==> config.mk <==
export PLATFORM = sky130hd
export DESIGN_NAME = univ_reg_n
export DESIGN_NICKNAME = d
export VERILOG_FILES = /design/src/rtl/univ_reg_n.sv
export SDC_FILE = /design/constraint.sdc
export NUM_CORES = 1
export LEC_CHECK = 0
export ABC_AREA = 1
export BUFFER_PORTS_ARGS = -buffer_cell sky130_fd_sc_hd__buf_2
export CAP_MARGIN = 20
export CORE_MARGIN = 8
export CORE_UTILIZATION = 45
export DETAILED_ROUTE_END_ITERATION = 8
export PLACE_DENSITY_LB_ADDON = 0.08
export RECOVER_POWER = 100
export SKIP_CTS_REPAIR_TIMING = 1
export SYNTH_ARGS = -nofsm -noshare
export SYNTH_HDL_FRONTEND = slang
export SYNTH_SLANG_ARGS = --single-unit
==> constraint.sdc <==
create_clock -name C -period 1.5 [get_ports C]
set_input_delay 0.15 -clock C [delete_from_list [all_inputs] [get_ports C]]
set_output_delay 0.15 -clock C [all_outputs]
set_load 0.005 [all_outputs]
==> src/rtl/univ_reg_n.sv <==
// -----------------------------------------------------------------------------
// univ_reg_n
// Parametrised multi-function register: hold, shift right/left, parallel load,
// rotate right/left, count up/down. Successor to the single-bit DFF/DFFSR
// storage cells, used as a datapath register, serial-parallel converter or
// small counter.
//
// Parameters
//   WIDTH    register width, 2..32
//   SET_VAL  value loaded by the synchronous set S
//   RST_VAL  value loaded by the synchronous reset R
//
// Ports
//   C    in   1      clock, rising edge
//   R    in   1      synchronous reset, active-low (highest priority)
//   S    in   1      synchronous set, active-high
//   EN   in   1      clock enable; 0 holds Q and SO, clears TC
//   M    in   3      mode select
//   D    in   WIDTH  parallel load data
//   SIR  in   1      serial in for shift right (enters MSB)
//   SIL  in   1      serial in for shift left (enters LSB)
//   Q    out  WIDTH  register contents
//   SO   out  1      registered bit shifted/rotated out by the last shift op
//   TC   out  1      registered one-cycle pulse after a count step wraps
//   Z    out  1      combinational, Q == 0
// -----------------------------------------------------------------------------
module univ_reg_n #(
    parameter int               WIDTH   = 8,
    parameter logic [WIDTH-1:0] SET_VAL = {WIDTH{1'b1}},
    parameter logic [WIDTH-1:0] RST_VAL = '0
) (
    input  logic             C,
    input  logic             R,
    input  logic             S,
    input  logic             EN,
    input  logic [2:0]       M,
    input  logic [WIDTH-1:0] D,
    input  logic             SIR,
    input  logic             SIL,
    output logic [WIDTH-1:0] Q,
    output logic             SO,
    output logic             TC,
    output logic             Z
);

    generate
        if (WIDTH < 2 || WIDTH > 32) begin : g_width_check
            $error("univ_reg_n: WIDTH must be in 2..32");
        end
    endgenerate

    localparam logic [2:0] MODE_HOLD = 3'b000;
    localparam logic [2:0] MODE_SHR  = 3'b001;
    localparam logic [2:0] MODE_SHL  = 3'b010;
    localparam logic [2:0] MODE_LOAD = 3'b011;
    localparam logic [2:0] MODE_ROR  = 3'b100;
    localparam logic [2:0] MODE_ROL  = 3'b101;
    localparam logic [2:0] MODE_INC  = 3'b110;
    localparam logic [2:0] MODE_DEC  = 3'b111;

    localparam logic [WIDTH-1:0] ONE = WIDTH'(1);

    logic [WIDTH-1:0] q_q, q_d;
    logic             so_q, so_d;
    logic             tc_q, tc_d;

    // Defaults hold Q and SO and drop TC, so TC can only ever be a
    // single-cycle pulse out of a count step. An unknown M lands in the
    // default branch and therefore also holds.
    always_comb begin
        q_d  = q_q;
        so_d = so_q;
        tc_d = 1'b0;
        if (EN) begin
            case (M)
                MODE_HOLD: ;
                MODE_SHR: begin
                    q_d  = {SIR, q_q[WIDTH-1:1]};
                    so_d = q_q[0];
                end
                MODE_SHL: begin
                    q_d  = {q_q[WIDTH-2:0], SIL};
                    so_d = q_q[WIDTH-1];
                end
                MODE_LOAD: begin
                    q_d = D;
                end
                MODE_ROR: begin
                    q_d  = {q_q[0], q_q[WIDTH-1:1]};
                    so_d = q_q[0];
                end
                MODE_ROL: begin
                    q_d  = {q_q[WIDTH-2:0], q_q[WIDTH-1]};
                    so_d = q_q[WIDTH-1];
                end
                MODE_INC: begin
                    q_d  = q_q + ONE;
                    tc_d = &q_q;
                end
                MODE_DEC: begin
                    q_d  = q_q - ONE;
                    tc_d = ~|q_q;
                end
                default: ;
            endcase
        end
    end

    // Reset and set sit above the enable so they act regardless of EN/M and
    // leave no residue of an operation in flight.
    always_ff @(posedge C) begin
        if (!R) begin
            q_q  <= RST_VAL;
            so_q <= 1'b0;
            tc_q <= 1'b0;
        end else if (S) begin
            q_q  <= SET_VAL;
            so_q <= 1'b0;
            tc_q <= 1'b0;
        end else begin
            q_q  <= q_d;
            so_q <= so_d;
            tc_q <= tc_d;
        end
    end

`ifndef SYNTHESIS
    always @(posedge C) begin
        if (R === 1'b1 && S === 1'b0 && EN === 1'b1 && $isunknown(M)) begin
            $warning("univ_reg_n: unknown mode M=%b with EN=1, holding Q", M);
        end
    end
`endif

    assign Q  = q_q;
    assign SO = so_q;
    assign TC = tc_q;
    assign Z  = (q_q == '0);

endmodule

**After elaboration in Yosys (flattened, before gate mapping)**

Cells that the tools add are included.

- Multiplexer cells: 5
- Bitwise logic cells: 2
- Reduce and logical (&&, ||, !) cells: 13
- Eq/ne operators: 7
- $add $sub $neg: 2

Operators with widths:

| operator | number |
|---|---|
| $pmux 8 s7 | 1 |
| $mux 8 | 2 |
| $eq 3x3->1 const B | 4 |
| $add 8x1->8 const B | 1 |
| $logic_not 8->1 | 1 |
| $reduce_and 8->1 | 1 |
| $reduce_bool 8->1 | 1 |
| $reduce_or 8->1 | 1 |
| $sub 8x1->8 const B | 1 |
| $eq 3x2->1 const B | 2 |
| $reduce_or 2->1 | 3 |
| $pmux 1 s2 | 2 |
| $reduce_and 2->1 | 2 |
| $reduce_bool 2->1 | 2 |
| $eq 3x1->1 const B | 1 |
| $reduce_or 3->1 | 1 |
| $not 1->1 | 2 |
| $logic_not 1->1 | 1 |

- Bits in registers: 10
- Input port bits: 17
- Word-level logic and storage cells: 32
- Output and inout bits: 11

**Logic depth before layout (Yosys ltp)**

Gate-level depths: netlist of the first run.

- Word-level depth: 4
- Depth in mapped cells: 16
- Mapped depth without buffers: 14

**Worst setup path before layout of the first run**

Ideal clock, no wire load.

- Path kind: register to register
- Start point: register q_q[1] (netlist: Q[1])
- End point: register q_q[6] (netlist: Q[6])
- Data arrival time: 1546 ps
- Cell stages (with the launch flop): 14
- Required time: 1391 ps
- Path buffers: 1
- Slack: -155 ps
- Setup time: 109 ps
- Clock period less this slack: 1655 ps
- Cell sequence: dfxtp_1 clkbuf_1 nand4_1 nand2_1 inv_1 ha_1 nor2_1 nor2_2 nand3_1 nand4_1 nand3_1 nand3_1 nand2_1 inv_1

- Word-level cells in the longest chain between the ends: 4
- Elaborated cells on any way between the ends: 5
- Classes of those cells: add/sub: 2; mux: 3

Ends and longest elaborated chain:

| item | RTL line | text |
|---|---|---|
| start: declaration | 63 | `logic [WIDTH-1:0] q_q, q_d;` |
| start signal: assignment | 121 | `q_q <= q_d;` |
| $sub 8x1->8 / $add 8x1->8 (equally long branches) | 101, 97 |  |
| $pmux 8 s7 * | 75 | `case (M)` |
| $mux 8 * | 74 | `if (EN) begin` |
| $mux 8 * | 116 | `end else if (S) begin` |

Mark *: on every way between the ends. The rest lies on a longest branch, timed or not. The select of a mux whose other input is x is not followed.
A chain may end at the register's enable or synchronous reset.

**Worst setup path in the final report of the first run**

- Start point: register q_q[5] (netlist: Q[5])
- End point: output Z

- Word-level cells in the longest chain between the ends: 1

Ends and longest elaborated chain:

| item | RTL line | text |
|---|---|---|
| $logic_not 8->1 | 138 | `assign Z = (q_q == '0);` |
| end: declaration | 43 | `output logic Z` |

No other way between the ends.

==> results.md, run 1 <==
* Drt first pass iters at 5
* Insertion delay of the later-clocked pin in the worst-skew pair at 0.29 ns
* Cell Chain, Critical Path: inv_1 -> nand3_1 -> nor3_2 -> buf_2
* Vertical die dimension at 66.4 um
* Vias per cell at 5.58
* Area Growth Syn to Fin at 29.5%
* Endpoint of the worst hold-timing path: TC$_SDFF_PP0_
* Worst Path Max Fanout at 4
* Starting density of the core at 0.470
* Reg power frac at 0.329
* Proportion of synthesized chip area in sequential cells at 0.175
* Slew headroom at 0.612
* Share of the cycle needed by the critical path after routing at 1.02
* Post-layout minimum cycle time at roughly 1.5 ns
* Critical-path top delay cell: sky130_fd_sc_hd__dfxtp_1
* Max_cap viols at 0
* Sort of element at the end of the critical path: output port
* Core area at roughly 2400 um2
* Number of placed I/O pins at 28
* Capture point of the worst reg-to-reg path: Q[4]$_SDFFE_PN0P_
* Worst hold path stage count at 3
* CP max stage delay at 0.32 ns
* Power Dens Cells at 643 nW/um2
* Count of state elements after synthesis at 10
* Depth of the worst register-to-register path at 12
* Leakage at around 0.74 nW
* Most common library cell in the layout ignoring fill and taps: sky130_fd_sc_hd__inv_1
* HPWL after detailed placement at a little over 3 mm
* Flop2flop setup slack at -0.02 ns
* Violations in the final reports: negative setup slack
* H-tree level count at 1
* Port Buffer Count at 27
* Startpoint kind of the worst setup timing path: register
* Netlist Area Pre-Place at 1140 um2
* Internal power summed over all cells at 0.551 mW
* Residual antenna-violating net count after detailed routing at 0
* Count of final max-slew check failures at 0
* Maximum number of pins on one net before global-route repair at 10
* Clock network power share at 0.226
* Measured slew at the worst slew-check pin at a little under 0.6 ns
* Number of DRC violations after detailed-routing iteration 0 at 154
* Final number of setup-violating endpoints at 3
* Global-route wire length before repair at a little over 6 mm
* Layout cells sized above 1 at 0.322
* Final wirelength at 3.95 mm
* Post-CTS clock slew at the launch and capture registers of the worst setup and hold paths at around 0.090 ns
* Number of fill cells in the layout at 241
* Max Freq at between 600 and 700 MHz
* Final Wtd Congestion at ~0.9
* Hold WC Path Type: in2reg
* Startpoint of the worst register-to-register path: Q[1]$_SDFFE_PN0P_
* Final Total Pwr at 0.953 mW
* Grt ovf at 0
* Synthesized area divided by synthesized cell count at approximately 6.1 um2
* Post-route non-filler standard cell count at 260
* Row cnt at 18
* Number of antenna violations at the first check in global routing at 0
* Number of nets in the synthesized netlist at 204
* Origin of the worst min-delay path: EN
* Ant diodes at 0
* RSZ-0062 raised after global routing: true
* CTS tree: yes
* TritonCTS buffer count at 3
* Total number of yosys warnings at 0
* Type of the worst setup path: reg2out
* Count of different cell masters after synthesis at 33
* Worst vdd rail ir drop at 484 uV
* Placed cells at 255
* Final hold vios at 0
* WP buf/inv at 2
* Die area at between 4000 and 5000 um2
* Signal arrival time at the worst endpoint at 1.38 ns
* Fraction of power spent switching nets at 0.422
* Vias in the first global route at around 1300
* GRT Resource Usage Total at 0.175
* Total via count in the routed design at 1452
* Hold WS at between 0.1 and 0.15 ns
* Max Clock Skew at 0.0108 ns
* Number of cells produced by synthesis at 186
* Longest Clk Path Bufs at 2
* Average detailed-routed wire length per instance at 15.2 um
* Worst setup path start: Q[5]$_SDFFE_PN0P_
* Outcome: finished with violations
* Switching power at 0.402 mW
* Worst EP required at 1.35 ns
* Die span in x at 66.4 um
* Number of sinks handled by clock tree synthesis at 10
* Comb power frac at 0.445
* Highest-count cells in the layout ignoring fill and taps: 31 x sky130_fd_sc_hd__inv_1, 27 x sky130_fd_sc_hd__nand2_1, 25 x sky130_fd_sc_hd__buf_2
* Final core occ at 0.609
* Family of cells with the greatest summed delay on the critical path: simple AND/OR/NAND/NOR gates
* Nets at 250
* Remaining routing DRC violations at 0
* Cell chosen for the clock root: sky130_fd_sc_hd__clkbuf_4
* Worst setup slack after layout at -0.0344 ns
## flip-flops by register name, summed over array words and instances (netlist names)
name / count
Q: 8
TC: 1
SO: 1
## through the flow
stage | TNS, ns | cell area (um2) | setup slack [ns]
after floorplan | 0 | 1160 | 0.0112
after global placement | 0 | 1410 | 0.0453
after detailed placement | -0.0436 | 1410 | -0.0205
after CTS | -0.157 | 1430 | -0.0926
after global routing | -0.649 | 1480 | -0.194
final | -0.0549 | 1480 | -0.0344
## metal layers
metal  track usage  part of all wire  vias to the layer above
li1              -                 -                      720
met1         0.215              0.42                      663
met2         0.298              0.51                       62
met3        0.0390             0.061                        7
met4        0.0400            0.0068                        0
met5             0                 0                        -
## cell families after synthesis
kind of cell             share of synthesized area
AND/OR/NAND/NOR                              0.376
AO/OA/AOI/OAI                                0.226
adder cells (fa/ha/maj)                     0.0109
XOR/XNOR                                    0.0317
buffers and inverters                        0.179
flip-flops                                   0.175
## final cells by class
type | instances | area [um2] | area share
multi-input combinational | 132 | 796 | 0.537
clock buffer | 3 | 22.5 | 0.0152
timing repair buffer | 46 | 273 | 0.184
sequential | 10 | 201 | 0.136
inverter | 39 | 151 | 0.102
tap | 30 | 37.5 | 0.0253
## power groups by stage
stage / clock network [mW] / registers, mW / logic, mW
after floorplan: 0 / 0.324 / 0.240
after global placement: 0 / 0.317 / 0.392
after detailed placement: 0 / 0.317 / 0.394
after CTS: 0.198 / 0.311 / 0.397
after global routing: 0.218 / 0.317 / 0.465
final: 0.215 / 0.314 / 0.424
## worst min-delay path: stages
cell and delay [ns]:
sky130_fd_sc_hd__buf_2 0.11, sky130_fd_sc_hd__nand4_1 0.08, sky130_fd_sc_hd__nor2_1 0.04
## worst max path at each step
stage | to | slack [ns] | cells after the start
CTS | Z | -0.09 | 4
global placement | Q[4]$_SDFFE_PN0P_ | 0.05 | 12
global route | Q[5]$_SDFFE_PN0P_ | -0.19 | 12
detailed placement | Q[4]$_SDFFE_PN0P_ | -0.02 | 12
floorplan | Q[6]$_SDFFE_PN0P_ | 0.01 | 13
finish | Z | -0.03 | 4
## Yosys cell counts, drive strengths merged
| library cell | number | share of area |
|---|---|---|
| a211oi | 2 | 0.013 |
| a21oi | 11 | 0.051 |
| a221oi | 5 | 0.038 |
| a22oi | 3 | 0.020 |
| a31oi | 3 | 0.016 |
| a41o | 1 | 0.0088 |
| buf | 4 | 0.044 |
| clkbuf | 1 | 0.0033 |
| clkinv | 1 | 0.0077 |
| dfxtp | 10 | 0.18 |
| ha | 1 | 0.011 |
| inv | 38 | 0.12 |
| nand2 | 35 | 0.13 |
| nand3 | 19 | 0.094 |
| nand4 | 11 | 0.060 |
| nor2 | 19 | 0.065 |
| nor3 | 3 | 0.022 |
| o211ai | 1 | 0.0066 |
| o21ai | 12 | 0.056 |
| o22ai | 3 | 0.016 |
| or2 | 1 | 0.0055 |
| xor2 | 2 | 0.032 |
Note: power is estimated with default switching activity, not from simulation.
==> inputs of run 2 (changes only) <==
- CORE_UTILIZATION: 45 -> 48
==> run 2 against run 1 <==
Effect of this change:
- the run still ends with negative setup slack left
- clock power rose by 22%
- register-to-register slack got worse by 0.04 ns
- first-iteration DRC count shrank 3.9%
- clock skew grew 0.0013 ns
- wire length up 0.51%
- sequential power hardly changed
- design area up 1.9%
- total power up 6.1%
- count of clock-buffer cells in the layout is 1 higher
- worst setup slack got worse by 0.074 ns
- critical path depth increased by 1
- cell count is 0.38% lower
- critical path type unchanged
- critical endpoint unchanged
==> results.md, run 2 (same netlist as run 1, synthesis figures left out) <==
* Average detailed-routed wire length per instance at 15.3 um (was 15.2 um)
* Hold WC Path Type: in2reg (unchanged)
* RSZ-0062 raised after global routing: true (unchanged)
* Maximum number of pins on one net before global-route repair at 10 (unchanged)
* Leakage at 0.762 nW (was 0.737 nW)
* HPWL after detailed placement at 3.15 mm (was 3.09 mm)
* Residual antenna-violating net count after detailed routing at 0 (unchanged)
* Pre-CTS setup slack at -0.0194 ns (was -0.0205 ns)
* Met1 Routed Length at 1.70 mm (was 1.66 mm)
* Share of the cycle needed by the critical path after routing at 1.07 (was 1.02)
* Core area at 2230 um2 (was 2430 um2)
* Number of placed I/O pins at 28 (unchanged)
* Sort of element at the end of the critical path: output port (unchanged)
* Global-route wire length before repair at 6.29 mm (was 6.15 mm)
* Met2 wire length at 1.95 mm (was 2.02 mm)
* Type of the worst setup path: reg2out (unchanged)
* Vias per cell at 5.60 (was 5.58)
* Area Growth Syn to Fin at 32.1% (was 29.5%)
* Max_cap viols at 0 (unchanged)
* Uppermost signal routing layer after detailed routing: met4 (unchanged)
* Worst setup slack after layout at -0.108 ns (was -0.0344 ns)
* Slew headroom at 0.623 (was 0.612)
* Post-CTS clock slew at the launch and capture registers of the worst setup and hold paths at 0.08 ns (was 0.09 ns)
* Worst vdd rail ir drop at 496 uV (was 484 uV)
* Violations in the final reports: negative setup slack (unchanged)
* Outcome: finished with violations (unchanged)
* Die area at 4200 um2 (was 4410 um2)
* Insertion delay of the later-clocked pin in the worst-skew pair at 0.29 ns (about the same)
* Row cnt at 17 (was 18)
* Startpoint kind of the worst setup timing path: register (unchanged)
* Post-layout minimum cycle time at 1.61 ns (was 1.53 ns)
* Max Freq at 622 MHz (was 652 MHz)
* Summed area of non-filler cells in the final layout at 1510 um2 (was 1480 um2)
* Signal arrival time at the worst endpoint at 1.46 ns (was 1.38 ns)
* Remaining routing DRC violations at 0 (unchanged)
* Drt first pass iters at 4 (was 5)
* Max FFs per register at 8 (unchanged)
* Vertical die dimension at 64.8 um (was 66.4 um)
* Longest Clk Path Bufs at 2 (unchanged)
* Number of DRC violations after detailed-routing iteration 0 at 148 (was 154)
* Max Clock Skew at 0.0121 ns (was 0.0108 ns)
* Ant diodes at 0 (unchanged)
* Final number of setup-violating endpoints at 4 (was 3)
* Total via count in the routed design at 1450 (was 1452)
* Worst Path Max Fanout at 5 (was 4)
* Final hold vios at 0 (unchanged)
* Final wirelength at 3.97 mm (was 3.95 mm)
* Layout cells sized above 1 at 0.351 (was 0.322)
* H-tree level count at 1 (unchanged)
* Grt ovf at 0 (unchanged)
* Setup Total Neg Slack at -0.216 ns (was -0.0549 ns)
* Power Dens Cells at 670 nW/um2 (was 643 nW/um2)
* Highest-count cells in the layout ignoring fill and taps: 33 x sky130_fd_sc_hd__inv_1, 27 x sky130_fd_sc_hd__nand2_1, 25 x sky130_fd_sc_hd__buf_2 (was 31 x sky130_fd_sc_hd__inv_1, 27 x sky130_fd_sc_hd__nand2_1, 25 x sky130_fd_sc_hd__buf_2)
* TritonCTS buffer count at 3 (unchanged)
* Routed length on met3 at 251 um (was 240 um)
* Nets at 250 (unchanged)
* Count of final max-slew check failures at 0 (unchanged)
* Die span in x at 64.8 um (was 66.4 um)
* GRT Resource Usage Total at 0.183 (was 0.175)
* Vias in the first global route at 1386 (was 1290)
* Port Buffer Count at 27 (unchanged)
* Number of fill cells in the layout at 211 (was 241)
* Final core occ at 0.676 (was 0.609)
* Measured slew at the worst slew-check pin at 0.563 ns (was 0.579 ns)
* Number of antenna violations at the first check in global routing at 0 (unchanged)
* Worst EP required at 1.35 ns (about the same)
* Area post-placement at 1410 um2 (about the same)
* Starting density of the core at 0.512 (was 0.470)
* Final Wtd Congestion at 0.901 (was 0.915)
* Number of sinks handled by clock tree synthesis at 10 (unchanged)
* CTS tree: yes (unchanged)
* Most common library cell in the layout ignoring fill and taps: sky130_fd_sc_hd__inv_1 (unchanged)
* Cell chosen for the clock root: sky130_fd_sc_hd__clkbuf_4 (unchanged)
[run 2: cell count changes in the layout (fill, tap and decap cells not counted), sizes merged]
cell	before	now
clkbuf	9	6
buf	40	44
[run 2: final timing paths]
check                    startpoint           endpoint  slack, ns  cells after the start
setup / recovery  Q[4]$_SDFFE_PN0P_                  Z      -0.11                      5
hold / removal                   EN      TC$_SDFF_PP0_       0.11                      3
setup reg to reg  Q[1]$_SDFFE_PN0P_  Q[4]$_SDFFE_PN0P_      -0.06                     12
hold reg to reg     SO$_SDFFE_PP0P_    SO$_SDFFE_PP0P_       0.55                      2
[run 2: layer usage]
layer	up-vias	GRT usage
met4	0	0.0627
met2	57	0.317
met1	668	0.222
met3	8	0.0292
li1	717	-
met5	-	0
[run 2: power breakdown]
group	switching (mW)	leakage, nW	internal, mW
Combinational	0.260	0.657	0.175
Sequential	0.0249	0.0842	0.289
Clock	0.115	0.0210	0.148
[run 2: through the flow]
stage	cells	hold slack, ns	total power [mW]
floorplan	186	0.276	0.564
CTS	258	0.116	0.976
global placement	254	0.424	0.708
finish	259	0.112	1.01
global route	259	0.122	1.07
detailed placement	254	0.420	0.716
[run 2: cell type report]
type                            count  area, um2  area share
Multi-Input combinational cell    132        793       0.525
Timing Repair Buffer               46        288       0.191
Sequential cell                    10        206       0.137
Inverter                           39        151       0.100
Clock buffer                        4       36.3      0.0240
Tap cell                           28       35.0      0.0232
[run 2: worst max-delay path, stage by stage, from the launching register on]
cell and delay (ns):
sky130_fd_sc_hd__dfxtp_1 0.33, sky130_fd_sc_hd__buf_4 0.15, sky130_fd_sc_hd__nor2_1 0.15, sky130_fd_sc_hd__nand3_1 0.15, sky130_fd_sc_hd__nor3_2 0.22, sky130_fd_sc_hd__buf_2 0.16
